File: config.mk
export PLATFORM = sky130hd
export DESIGN_NAME = spi_cmd_parser
export DESIGN_NICKNAME = d
export VERILOG_FILES = /design/src/rtl/spi_pkg.sv /design/src/rtl/spi_cmd_parser.sv
export SDC_FILE = /design/constraint.sdc
export NUM_CORES = 1
export LEC_CHECK = 0
export CELL_PAD_IN_SITES_DETAIL_PLACEMENT = 1
export CELL_PAD_IN_SITES_GLOBAL_PLACEMENT = 2
export CORE_AREA = 2 2 109 90
export CTS_BUF_LIST = sky130_fd_sc_hd__clkbuf_4 sky130_fd_sc_hd__clkbuf_8
export CTS_CLUSTER_DIAMETER = 80
export DETAILED_ROUTE_END_ITERATION = 10
export DIE_AREA = 0 0 111 92
export GPL_TIMING_DRIVEN = 0
export PLACE_DENSITY_LB_ADDON = 0.08
export SETUP_SLACK_MARGIN = 0.3
export SYNTH_ARGS = -nofsm -noshare
export SYNTH_HDL_FRONTEND = slang
export SYNTH_SLANG_ARGS = --single-unit
File: constraint.sdc
create_clock -name sys_clk -period 4 [get_ports sys_clk]
set_input_delay 0.8 -clock sys_clk [delete_from_list [all_inputs] [get_ports sys_clk]]
set_output_delay 0.8 -clock sys_clk [all_outputs]
set_load 0.02 [all_outputs]
File: src/rtl/spi_pkg.sv
// spi_pkg: types and constants shared by the SPI command parser.
// Latency: none (declarations only). Backpressure: none.
// Exports the FSM state type and codes, command-byte field layout and the MISO idle byte.
package spi_pkg;

  typedef logic [1:0] state_t;

  localparam state_t ST_IDLE  = 2'd0;
  localparam state_t ST_CMD   = 2'd1;
  localparam state_t ST_WRITE = 2'd2;
  localparam state_t ST_READ  = 2'd3;

  localparam int         CMD_RW_BIT     = 7;
  localparam int         ADDR_W         = 7;
  localparam logic [7:0] MISO_IDLE_BYTE = 8'h00;

  // Byte counter that sticks at 255 instead of wrapping.
  function automatic logic [7:0] sat_inc8(input logic [7:0] v);
    return (v == 8'hFF) ? v : v + 8'd1;
  endfunction

endpackage

File: src/rtl/spi_cmd_parser.sv
// spi_cmd_parser: turns SPI slave frames ({rw,addr} then data bytes) into register strobes.
// Latency: reg_wr/reg_rd 1 cycle after dval; spi_out_byte takes reg_rdata 2 cycles after dval.
// Backpressure: none; every dval is consumed, the SPI side sets the pace.
//
// Ports:
//   sys_clk, rst_n           clock and async active-low reset
//   spi_dat_recv[_dval/_fval] byte, byte strobe and frame-active from the SPI slave core
//   spi_out_byte             byte the slave core shifts out next on MISO
//   reg_addr/wdata/wr/rd     register-file access port; reg_rdata is valid 1 cycle after reg_rd
//   frame_done, frame_len    end-of-frame pulse and saturating byte count of that frame
module spi_cmd_parser
  import spi_pkg::*;
(
  input  logic              sys_clk,
  input  logic              rst_n,
  input  logic [7:0]        spi_dat_recv,
  input  logic              spi_dat_recv_dval,
  input  logic              spi_dat_recv_fval,
  output logic [7:0]        spi_out_byte,
  output logic [ADDR_W-1:0] reg_addr,
  output logic [7:0]        reg_wdata,
  output logic              reg_wr,
  output logic              reg_rd,
  input  logic [7:0]        reg_rdata,
  output logic              frame_done,
  output logic [7:0]        frame_len
);

  localparam logic [ADDR_W-1:0] ADDR_ONE = 1;

  state_t            state;
  state_t            state_nxt;
  logic [ADDR_W-1:0] addr;
  logic [ADDR_W-1:0] cmd_addr;
  logic [7:0]        byte_cnt;
  logic              fval_q;
  logic              rd_pend;
  logic              fval_rise;

  assign cmd_addr  = spi_dat_recv[ADDR_W-1:0];
  // fval_q resets high so a frame already in progress at reset release is
  // ignored until chip-select goes inactive and active again.
  assign fval_rise = spi_dat_recv_fval && !fval_q;

  // A byte arriving with fval already low is still handled; the frame closes
  // on the following cycle instead.
  always_comb begin
    state_nxt = state;
    case (state)
      ST_IDLE: begin
        if (fval_rise) state_nxt = ST_CMD;
      end
      ST_CMD: begin
        if (spi_dat_recv_dval)
          state_nxt = spi_dat_recv[CMD_RW_BIT] ? ST_READ : ST_WRITE;
        else if (!spi_dat_recv_fval)
          state_nxt = ST_IDLE;
      end
      default: begin
        if (!spi_dat_recv_fval && !spi_dat_recv_dval) state_nxt = ST_IDLE;
      end
    endcase
  end

  always_ff @(posedge sys_clk or negedge rst_n) begin
    if (!rst_n) begin
      state        <= ST_IDLE;
      addr         <= '0;
      byte_cnt     <= 8'd0;
      fval_q       <= 1'b1;
      rd_pend      <= 1'b0;
      spi_out_byte <= MISO_IDLE_BYTE;
      reg_addr     <= '0;
      reg_wdata    <= 8'd0;
      reg_wr       <= 1'b0;
      reg_rd       <= 1'b0;
      frame_done   <= 1'b0;
      frame_len    <= 8'd0;
    end else begin
      fval_q     <= spi_dat_recv_fval;
      state      <= state_nxt;
      reg_wr     <= 1'b0;
      reg_rd     <= 1'b0;
      frame_done <= 1'b0;
      // reg_rdata answers the read strobed last cycle.
      rd_pend    <= reg_rd;

      if (state == ST_IDLE) begin
        if (state_nxt == ST_CMD) byte_cnt <= 8'd0;
      end else if (spi_dat_recv_dval) begin
        byte_cnt <= sat_inc8(byte_cnt);
        case (state)
          ST_CMD: begin
            addr <= cmd_addr;
            if (spi_dat_recv[CMD_RW_BIT]) begin
              // First read fires straight off the command byte so its data
              // is ready by the time byte2 is shifted out.
              reg_rd   <= 1'b1;
              reg_addr <= cmd_addr;
              addr     <= cmd_addr + ADDR_ONE;
            end
          end
          ST_WRITE: begin
            reg_wr    <= 1'b1;
            reg_addr  <= addr;
            reg_wdata <= spi_dat_recv;
            addr      <= addr + ADDR_ONE;
          end
          ST_READ: begin
            reg_rd   <= 1'b1;
            reg_addr <= addr;
            addr     <= addr + ADDR_ONE;
          end
          default: ;
        endcase
      end else if (!spi_dat_recv_fval) begin
        frame_done <= 1'b1;
        frame_len  <= byte_cnt;
      end

      // Keyed off the next state so MISO is idle in the same cycle the FSM
      // leaves READ, even if a late read response is still arriving.
      if (state_nxt != ST_READ)
        spi_out_byte <= MISO_IDLE_BYTE;
      else if (rd_pend)
        spi_out_byte <= reg_rdata;
    end
  end

endmodule

==> results.sh, run 1 <==
export IMPL_ctsHtreeMaxLevel=2
export IMPL_numPortBuffers=53
export IMPL_vias=1918
export IMPL_die_area_mm2=0.01021
export IMPL_grt_pass1_wl_mm=10.78
export IMPL_io_pins=54
export IMPL_min_path_type="reg2reg"
export IMPL_startpoint="spi_dat_recv_dval"
export IMPL_post_route_min_period_ns=2.453
export IMPL_placedCellCount=398
export IMPL_drv_slew=0
export IMPL_die_h_um=92
export IMPL_drc=0
export IMPL_die_w_um=111
export IMPL_antenna_found_initial=0
export IMPL_netlist_area_leader_share=0.5255
export IMPL_first_iter_violations=53
export IMPL_clk_pin_slew_ns=0.10
export IMPL_synth_area_leader_cell="dfrtp_1"
export IMPL_dr_pass1_iters=4
export IMPL_final_cell_mix="52 x dfrtp_1, 52 x clkdlybuf4s50_1, 24 x nand2_1, 22 x mux2i_1, 16 x o21ai_0"
export IMPL_crit_type="in2reg"
export IMPL_final_net_count=309
export IMPL_hp_start="reg_rd"
export IMPL_r2r_slack_ns=2.10
export IMPL_synth_edf_count=0
export IMPL_overflow=0
export IMPL_ys_types=43
export IMPL_n_antenna_cell=0
export IMPL_ir_drop_mv=0.2460
export IMPL_coreArea_mm2=0.009249
export IMPL_clkLatencyLatePin_ns=0.30
export IMPL_fin_tns_setup_ns=0
export IMPL_crit_arrival_ns=2.65
export IMPL_cp_start_kind="input port"
export IMPL_crit_path_end_kind="flip-flop"
export IMPL_max_cap_violations=0
export IMPL_layout_cells_non_filler=406
export IMPL_dp_hpwl_mm=4.585
export IMPL_cts_hold_buf=0
export IMPL_rsz0062_at_grt="no"
export IMPL_finalClockSkew_ns=0.007138
export IMPL_avgSynthCellArea_um2=11.01
export IMPL_area_growth_pct=32.14
export IMPL_nFillCells=1058
export IMPL_synthCells=225
export IMPL_powerDensity_mw_per_mm2=585.0
export IMPL_synth_top_flop_cell="dfrtp_1"
export IMPL_r2r_start="state[0]"
export IMPL_tightestPinTransition_ns=0.6942
export IMPL_cts_buffers=5
export IMPL_slew_headroom=0.5341
export IMPL_rows=32
export IMPL_clock_sinks=53
export IMPL_ys_warn_count=0
export IMPL_synth_area_mm2=0.002476
export IMPL_async_reset_ff_frac=1.000
export IMPL_root_buffer="clkbuf_8"
export IMPL_yosys_register_bits=53
export IMPL_outcome="finished clean"
export IMPL_cts_resized=0
export IMPL_gp_congestion=0.7022
export IMPL_worstPathMaxFanout=10
export IMPL_final_layout_size_suffix_gt1_frac=0.1115
export IMPL_wirelength_mm=6.345
export IMPL_syn_nets=248
export IMPL_antenna_left=0
export IMPL_vias_per_cell=4.724
export IMPL_wl_per_cell_um=15.63
export IMPL_ys_seq_area_frac=0.5361
export IMPL_post_cts_setup_buffer_count=0
export IMPL_grt_max_degree=36
export IMPL_grt_pass1_vias=2047
export IMPL_grt_use_total=0.1329
export IMPL_cts_tree="built"
export IMPL_cts_buffer_depth=2
export IMPL_cp_data_required_time_ns=4.20
export IMPL_max_freq_mhz=407.7
export IMPL_fin_crit_sh=0.6132
export IMPL_power_leakage_uw=0.001437
export IMPL_initial_core_util=0.2677
export IMPL_setup_violations=0
export IMPL_hold_viol_final=0
export IMPL_synth_area_leaders="dfrtp_1 53%, mux2i_1 8.9%, mux2_2 5.9%"
## cell type report
class,instances,area [um2],area share
sequential,53,1328,0.4057
multi-input combinational,158,1077,0.3293
timing repair buffer,54,545.5,0.1667
tap,119,148.9,0.04551
clock buffer,7,96.34,0.02945
buffer,10,56.30,0.01721
inverter,4,15.01,0.004589
clock inverter,1,5.005,0.001530
## synthesized netlist by cell type, drive strengths merged (3+ instances only)
library cell,number
a21oi,9
and3,4
and4,4
buf,8
dfrtp,52
ha,3
inv,4
mux2,14
mux2i,22
nand2,25
nand2b,3
nand3,13
nand4,3
nor2,15
o21ai,18
xnor2,3
## cell families after synthesis
family	count (synthesis)	share of synthesized area
and+or+nand+nor	75	0.1516
DFF	53	0.5361
AOI/OAI and AO/OA	39	0.09803
muxes	36	0.1526
buffers and inverters	14	0.02880
xor gates and xnor gates	5	0.01769
adders and majority gates	3	0.01516
## flip-flops by register name (all words and copies together), names as in the netlist
| signal | count |
|---|---|
| spi_out_byte | 8 |
| rd_pend | 1 |
| reg_addr | 7 |
| fval_q | 1 |
| addr | 7 |
| reg_wr | 1 |
| reg_rd | 1 |
| reg_wdata | 8 |
| frame_done | 1 |
| frame_len | 8 |
| state | 2 |
| byte_cnt | 8 |
## worst paths after layout
check	endpoint	depth (start not counted)
worst max-delay path	reg_wdata[5]	4
worst min-delay path	rd_pend	0
worst max register to register	byte_cnt[7]	4
worst min register to register	rd_pend	0
max in group asynchronous	fval_q	2
min in group asynchronous	addr[4]	1
## through the flow
step / worst slack [ns] / instance area [um2] / hold slack, ns / util / total power [uW]
floorplan: 2.096 / 2476 / 0.4733 / - / 1243
global route: 1.435 / 3272 / 0.3891 / 0.3538 / 2068
finish: 1.547 / 3272 / 0.3773 / 0.3538 / 1914
global placement: 0.1984 / 3156 / 0.3584 / 0.3412 / 1585
CTS: 1.496 / 3272 / 0.3870 / 0.3538 / 1957
detailed placement: 1.159 / 3171 / 0.3705 / 0.3428 / 1598
## power by group
group          leakage, uW  switching, uW  internal [uW]  total [uW]
clock            0.0000542            181            157         339
combinational     0.000704            389            364         752
sequential        0.000679            131            693         823
total              0.00144            701           1210        1910
## metal layers
layer | vias to the layer above | wire, um | GRT usage
met5 | - | 0 | 0
met4 | 0 | 49 | 0.03438
met3 | 4 | 281 | 0.03173
met2 | 38 | 2611 | 0.1948
met1 | 952 | 3402 | 0.1963
li1 | 924 | - | -
## critical path: stages
cell	delay (ns)
clkdlybuf4s50_1	0.54
buf_1	0.44
nand3b_1	0.46
mux2_2	0.41
Power figures use the tool's default switching activity.
==> run 2: changes to the inputs <==
==> constraint.sdc (replaced) <==
create_clock -name sys_clk -period 2.2 [get_ports sys_clk]
set_input_delay 0.44 -clock sys_clk [delete_from_list [all_inputs] [get_ports sys_clk]]
set_output_delay 0.44 -clock sys_clk [all_outputs]
set_load 0.02 [all_outputs]
==> results.sh, run 2 (same netlist as run 1, synthesis figures left out) <==
export IMPL_crit_end="byte_cnt[7]"
export IMPL_initial_core_util=0.2677
export IMPL_drv_slew=0
export IMPL_vias_per_cell=4.693
export IMPL_die_w_um=111
export IMPL_min_path_type="in2async"
export IMPL_root_buffer="clkbuf_8"
export IMPL_outcome="finished clean"
export IMPL_grt_pass1_vias=2049
export IMPL_r2r_end="reg_addr[6]"
export IMPL_r2r_start="state[1]"
export IMPL_wirelength_mm=6.358
export IMPL_ctsHtreeMaxLevel=2
export IMPL_dr_pass1_iters=4
export IMPL_rsz0062_at_grt="no"
export IMPL_coreArea_mm2=0.009249
export IMPL_overflow=0
export IMPL_wl_per_cell_um=15.62
export IMPL_wl_met2_mm=2.547
export IMPL_cp_start_kind="input port"
export IMPL_post_route_min_period_ns=1.879
export IMPL_gp_congestion=0.7022
export IMPL_crit_type="in2reg"
export IMPL_layout_cells_non_filler=407
export IMPL_critPathBufInv=2
export IMPL_io_pins=54
export IMPL_finalClockSkew_ns=0.006926
export IMPL_die_h_um=92
export IMPL_design_power_total_uw=3495
export IMPL_antenna_left=0
export IMPL_n_antenna_cell=0
export IMPL_powerDensity_mw_per_mm2=1060
export IMPL_vias=1910
export IMPL_final_cell_mix="52 x dfrtp_1, 50 x clkdlybuf4s50_1, 24 x nand2_1, 22 x mux2i_1, 16 x o21ai_0"
export IMPL_grt_use_total=0.1329
export IMPL_fin_area_mm2=0.003298
export IMPL_first_iter_violations=65
export IMPL_final_net_count=310
export IMPL_dp_hpwl_mm=4.585
export IMPL_final_layout_size_suffix_gt1_frac=0.1285
export IMPL_area_growth_pct=33.20
export IMPL_cts_tree="built"
export IMPL_ir_drop_mv=0.4426
export IMPL_grt_max_degree=36
export IMPL_critPathTopFamily="buffers and inverters"
export IMPL_slowest_stage="clkdlybuf4s50_1"
export IMPL_cpPeakStageDelay_ns=0.56
export IMPL_crit_path_end_kind="flip-flop"
export IMPL_cp_data_required_time_ns=2.39
export IMPL_placed_area_mm2=0.003171
export IMPL_max_cap_violations=0
export IMPL_crit_arrival_ns=2.07
export IMPL_clkLatencyLatePin_ns=0.30
export IMPL_power_leakage_uw=0.001466
export IMPL_placedCellCount=398
export IMPL_rr_worst_depth=4
export IMPL_setup_violations=0
export IMPL_hold_viol_final=0
export IMPL_grt_pass1_wl_mm=10.77
export IMPL_clk_pin_slew_ns=0.10
export IMPL_antenna_found_initial=0
export IMPL_crit_cells=5
export IMPL_clock_sinks=53
export IMPL_slew_headroom=0.6150
export IMPL_drc=0
export IMPL_wl_met1_mm=3.461
export IMPL_numPortBuffers=53
export IMPL_startpoint="spi_dat_recv_fval"
export IMPL_fin_crit_sh=0.8542
export IMPL_r2r_slack_ns=0.46
export IMPL_tightestPinTransition_ns=0.5774
export IMPL_fin_util=0.3566
export IMPL_highest_layer="met4"
export IMPL_route_met3_wl_um=282
export IMPL_path_cells="clkdlybuf4s50_1 -> or4b_4 -> buf_6 -> and3_1 -> a311o_1"
export IMPL_rows=32
export IMPL_cts_hold_buf=0
export IMPL_final_common_cell="dfrtp_1"
export IMPL_cts_buffer_depth=2
export IMPL_die_area_mm2=0.01021
export IMPL_worstPathMaxFanout=8
export IMPL_cts_buffers=5
export IMPL_max_freq_mhz=532.1
run 2: changes by cell type in the layout (fill, tap and decap cells not counted):
cell / delta
a41oi_1: -1
a41oi_2: +1
buf_1: -2
buf_2: +1
buf_4: +1
clkbuf_2: +1
clkdlybuf4s50_1: -2
dlymetal6s2s_1: +2
o21ai_1: -1
o21ai_2: +1
run 2: through the flow:
stage	setup slack, ns	hold slack, ns	TNS, ns
detailed placement	-0.2807	0.3705	-2.902
floorplan	0.5523	0.1444	0
global route	0.3056	0.1114	0
CTS	0.3081	0.09561	0
global placement	-1.242	0.3584	-68.03
finish	0.3207	0.08801	0
run 2: routing by layer:
metal  global-route usage  up-vias
met5                    0        -
met4              0.03438        0
met3              0.03173        7
met2               0.1953       39
met1               0.1959      941
li1                     -      923
run 2: report_power, final:
group          internal [uW]  switching [uW]  total (uW)
combinational            668             711        1380
clock                    286             331         617
sequential              1260             240        1500
total                   2210            1280        3490
run 2: cell type report:
class	count	area, um2
fill	1056	5951
sequential	53	1328
multi-input combinational	158	1089
timing repair buffer	55	558.0
tap	119	148.9
clock buffer	7	96.34
buffer	10	58.81
inverter	4	15.01
clock inverter	1	5.005
run 2: timing repair:
item / CTS / global route
setup buffers: 1 / 0
gates resized for setup: 2 / 4
setup endpoints to repair: 16 / 20
run 2: worst min-delay path by stage:
stage | startpoint | end | slack [ns] | depth (start not counted)
floorplan | rst_n | addr[0] | 0.14 | 0
global placement | reg_rd | rd_pend | 0.36 | 0
detailed placement | reg_rd | rd_pend | 0.37 | 0
CTS | rst_n | addr[4] | 0.1 | 1
global route | rst_n | addr[4] | 0.11 | 1
finish | rst_n | addr[4] | 0.09 | 1
run 2: worst reg2reg max path, stage by stage, from the launching register on:
cell      delay [ns]
dfrtp_1         0.41
clkbuf_1        0.40
buf_2           0.38
mux2i_1         0.31
o21ai_0         0.12
==> run 3: changes to the inputs <==
--- a/config.mk
+++ b/config.mk
@@ -7,11 +7,11 @@
 export LEC_CHECK = 0
 export CELL_PAD_IN_SITES_DETAIL_PLACEMENT = 1
 export CELL_PAD_IN_SITES_GLOBAL_PLACEMENT = 2
-export CORE_AREA = 2 2 109 90
+export CORE_AREA = 2 2 105 87
 export CTS_BUF_LIST = sky130_fd_sc_hd__clkbuf_4 sky130_fd_sc_hd__clkbuf_8
 export CTS_CLUSTER_DIAMETER = 80
 export DETAILED_ROUTE_END_ITERATION = 10
-export DIE_AREA = 0 0 111 92
+export DIE_AREA = 0 0 107 89
 export GPL_TIMING_DRIVEN = 0
 export PLACE_DENSITY_LB_ADDON = 0.08
 export SETUP_SLACK_MARGIN = 0.3
==> results.sh, run 3 (same netlist as run 1, synthesis figures left out) <==
export IMPL_outcome="finished clean"
export IMPL_drv_slew=0
export IMPL_crit_path_end_kind="flip-flop"
export IMPL_vias_per_cell=4.760
export IMPL_timing_hold_ws_ns=0.09679
export IMPL_design_power_total_uw=3478
export IMPL_setup_violations=0
export IMPL_rsz0062_at_grt="no"
export IMPL_numPortBuffers=53
export IMPL_clock_sinks=53
export IMPL_antenna_left=0
export IMPL_n_antenna_cell=0
export IMPL_antenna_found_initial=0
export IMPL_initial_core_util=0.2958
export IMPL_crit_type="in2reg"
export IMPL_min_path_type="in2async"
export IMPL_placedCellCount=391
export IMPL_io_pins=54
export IMPL_placed_area_mm2=0.003162
export IMPL_root_buffer="clkbuf_8"
export IMPL_crit_arrival_ns=2.03
export IMPL_final_common_cell="dfrtp_1"
export IMPL_cp_start_kind="input port"
export IMPL_cts_tree="built"
export IMPL_finalClockSkew_ns=0.007412
export IMPL_cpPeakStageDelay_ns=0.58
export IMPL_slowest_stage="clkdlybuf4s50_1"
export IMPL_worstPathMaxFanout=5
export IMPL_die_h_um=89
export IMPL_layout_cells_non_filler=400
export IMPL_cts_buffer_depth=2
export IMPL_fin_area_mm2=0.003287
export IMPL_vias=1904
export IMPL_hold_viol_final=0
export IMPL_grt_pass1_wl_mm=10.43
export IMPL_coreArea_mm2=0.008371
export IMPL_tightestPinTransition_ns=0.5815
export IMPL_grt_max_degree=34
export IMPL_grt_pass1_vias=2016
export IMPL_wl_per_cell_um=15.60
export IMPL_powerDensity_mw_per_mm2=1058
export IMPL_final_net_count=310
export IMPL_gp_congestion=0.7770
export IMPL_power_leakage_uw=0.001465
export IMPL_fin_tns_setup_ns=0
export IMPL_wirelength_mm=6.240
export IMPL_dp_hpwl_mm=4.460
export IMPL_die_area_mm2=0.009523
export IMPL_post_route_min_period_ns=1.828
export IMPL_slew_headroom=0.6124
export IMPL_final_layout_size_suffix_gt1_frac=0.1319
export IMPL_ir_drop_mv=0.4529
export IMPL_path_cells="clkdlybuf4s50_1 -> ha_1 -> and4_1 -> nand3_1 -> xnor2_1 -> a211o_1"
export IMPL_clk_pin_slew_ns=0.09
export IMPL_grt_use_total=0.1417
export IMPL_clkLatencyLatePin_ns=0.31
export IMPL_cts_buffers=5
export IMPL_first_iter_violations=42
export IMPL_rows=30
export IMPL_drc=0
export IMPL_overflow=0
export IMPL_max_cap_violations=0
export IMPL_max_freq_mhz=547.2
export IMPL_final_cell_mix="52 x dfrtp_1, 50 x clkdlybuf4s50_1, 24 x nand2_1, 22 x mux2i_1, 16 x o21ai_0"
export IMPL_fin_crit_sh=0.8307
export IMPL_cp_data_required_time_ns=2.40
export IMPL_dr_pass1_iters=4
export IMPL_area_growth_pct=32.74
export IMPL_die_w_um=107
export IMPL_ctsHtreeMaxLevel=2
## run 3: cell types whose count changed in the layout (fill, tap and decap cells not counted), sizes merged
cell and change:
clkbuf +1, clkinv -1
## run 3: power by group
part / leakage, uW / switching, uW / internal (uW) / total [uW]
clock network: 0.0000523 / 317 / 282 / 599
logic: 0.000734 / 715 / 670 / 1380
registers: 0.000679 / 235 / 1260 / 1490
total: 0.00147 / 1270 / 2210 / 3480
## run 3: final cells by class
type | count | area (um2)
fill | 963 | 5084
sequential | 53 | 1328
multi-input combinational | 158 | 1090
timing repair buffer | 55 | 558.0
tap | 112 | 140.1
clock buffer | 8 | 97.59
buffer | 10 | 58.81
inverter | 4 | 15.01
## run 3: routing by layer
layer  up-vias  global-route usage  wire length, um
met5         -                   0                0
met2        45              0.2067             2499
met3         5             0.03207              281
met1       928              0.2111             3397
met4         0             0.03896               61
li1        926                   -                -
## run 3: timing repair
item                                    CTS  global route
gates resized for setup                   2             5
endpoints found under the setup margin   15            20
hold buffers                              0             0
pin swaps                                 0             0
endpoints found under the hold margin     0             0
buffers inserted                          1             0
## run 3: stage by stage
stage | worst slack [ns] | utilization
global placement | -1.158 | 0.3759
detailed placement | -0.2635 | 0.3777
global route | 0.3123 | 0.3927
CTS | 0.3138 | 0.3913
finish | 0.3724 | 0.3927
floorplan | 0.5523 | -
## run 3: path summary, 6_finish.rpt
check,cells after the start,startpoint,end,slack (ns)
setup / recovery,6,spi_dat_recv[1],addr[6],0.37
hold / removal,1,rst_n,reg_wdata[1],0.1
setup reg to reg,4,state[1],reg_addr[6],0.42
hold reg to reg,0,reg_rd,rd_pend,0.38
max in group asynchronous,2,rst_n,fval_q,1.50
min in group sys_clk,1,spi_dat_recv_fval,fval_q,0.33
## run 3: critical path: cells and delay by family
family | cells | cell delay [ns]
AO/OA/AOI/OAI | 1 | 0.28
adder cells (fa/ha/maj) | 1 | 0.23
buffers and inverters | 1 | 0.58
AND/OR/NAND/NOR | 2 | 0.36
XOR/XNOR | 1 | 0.14
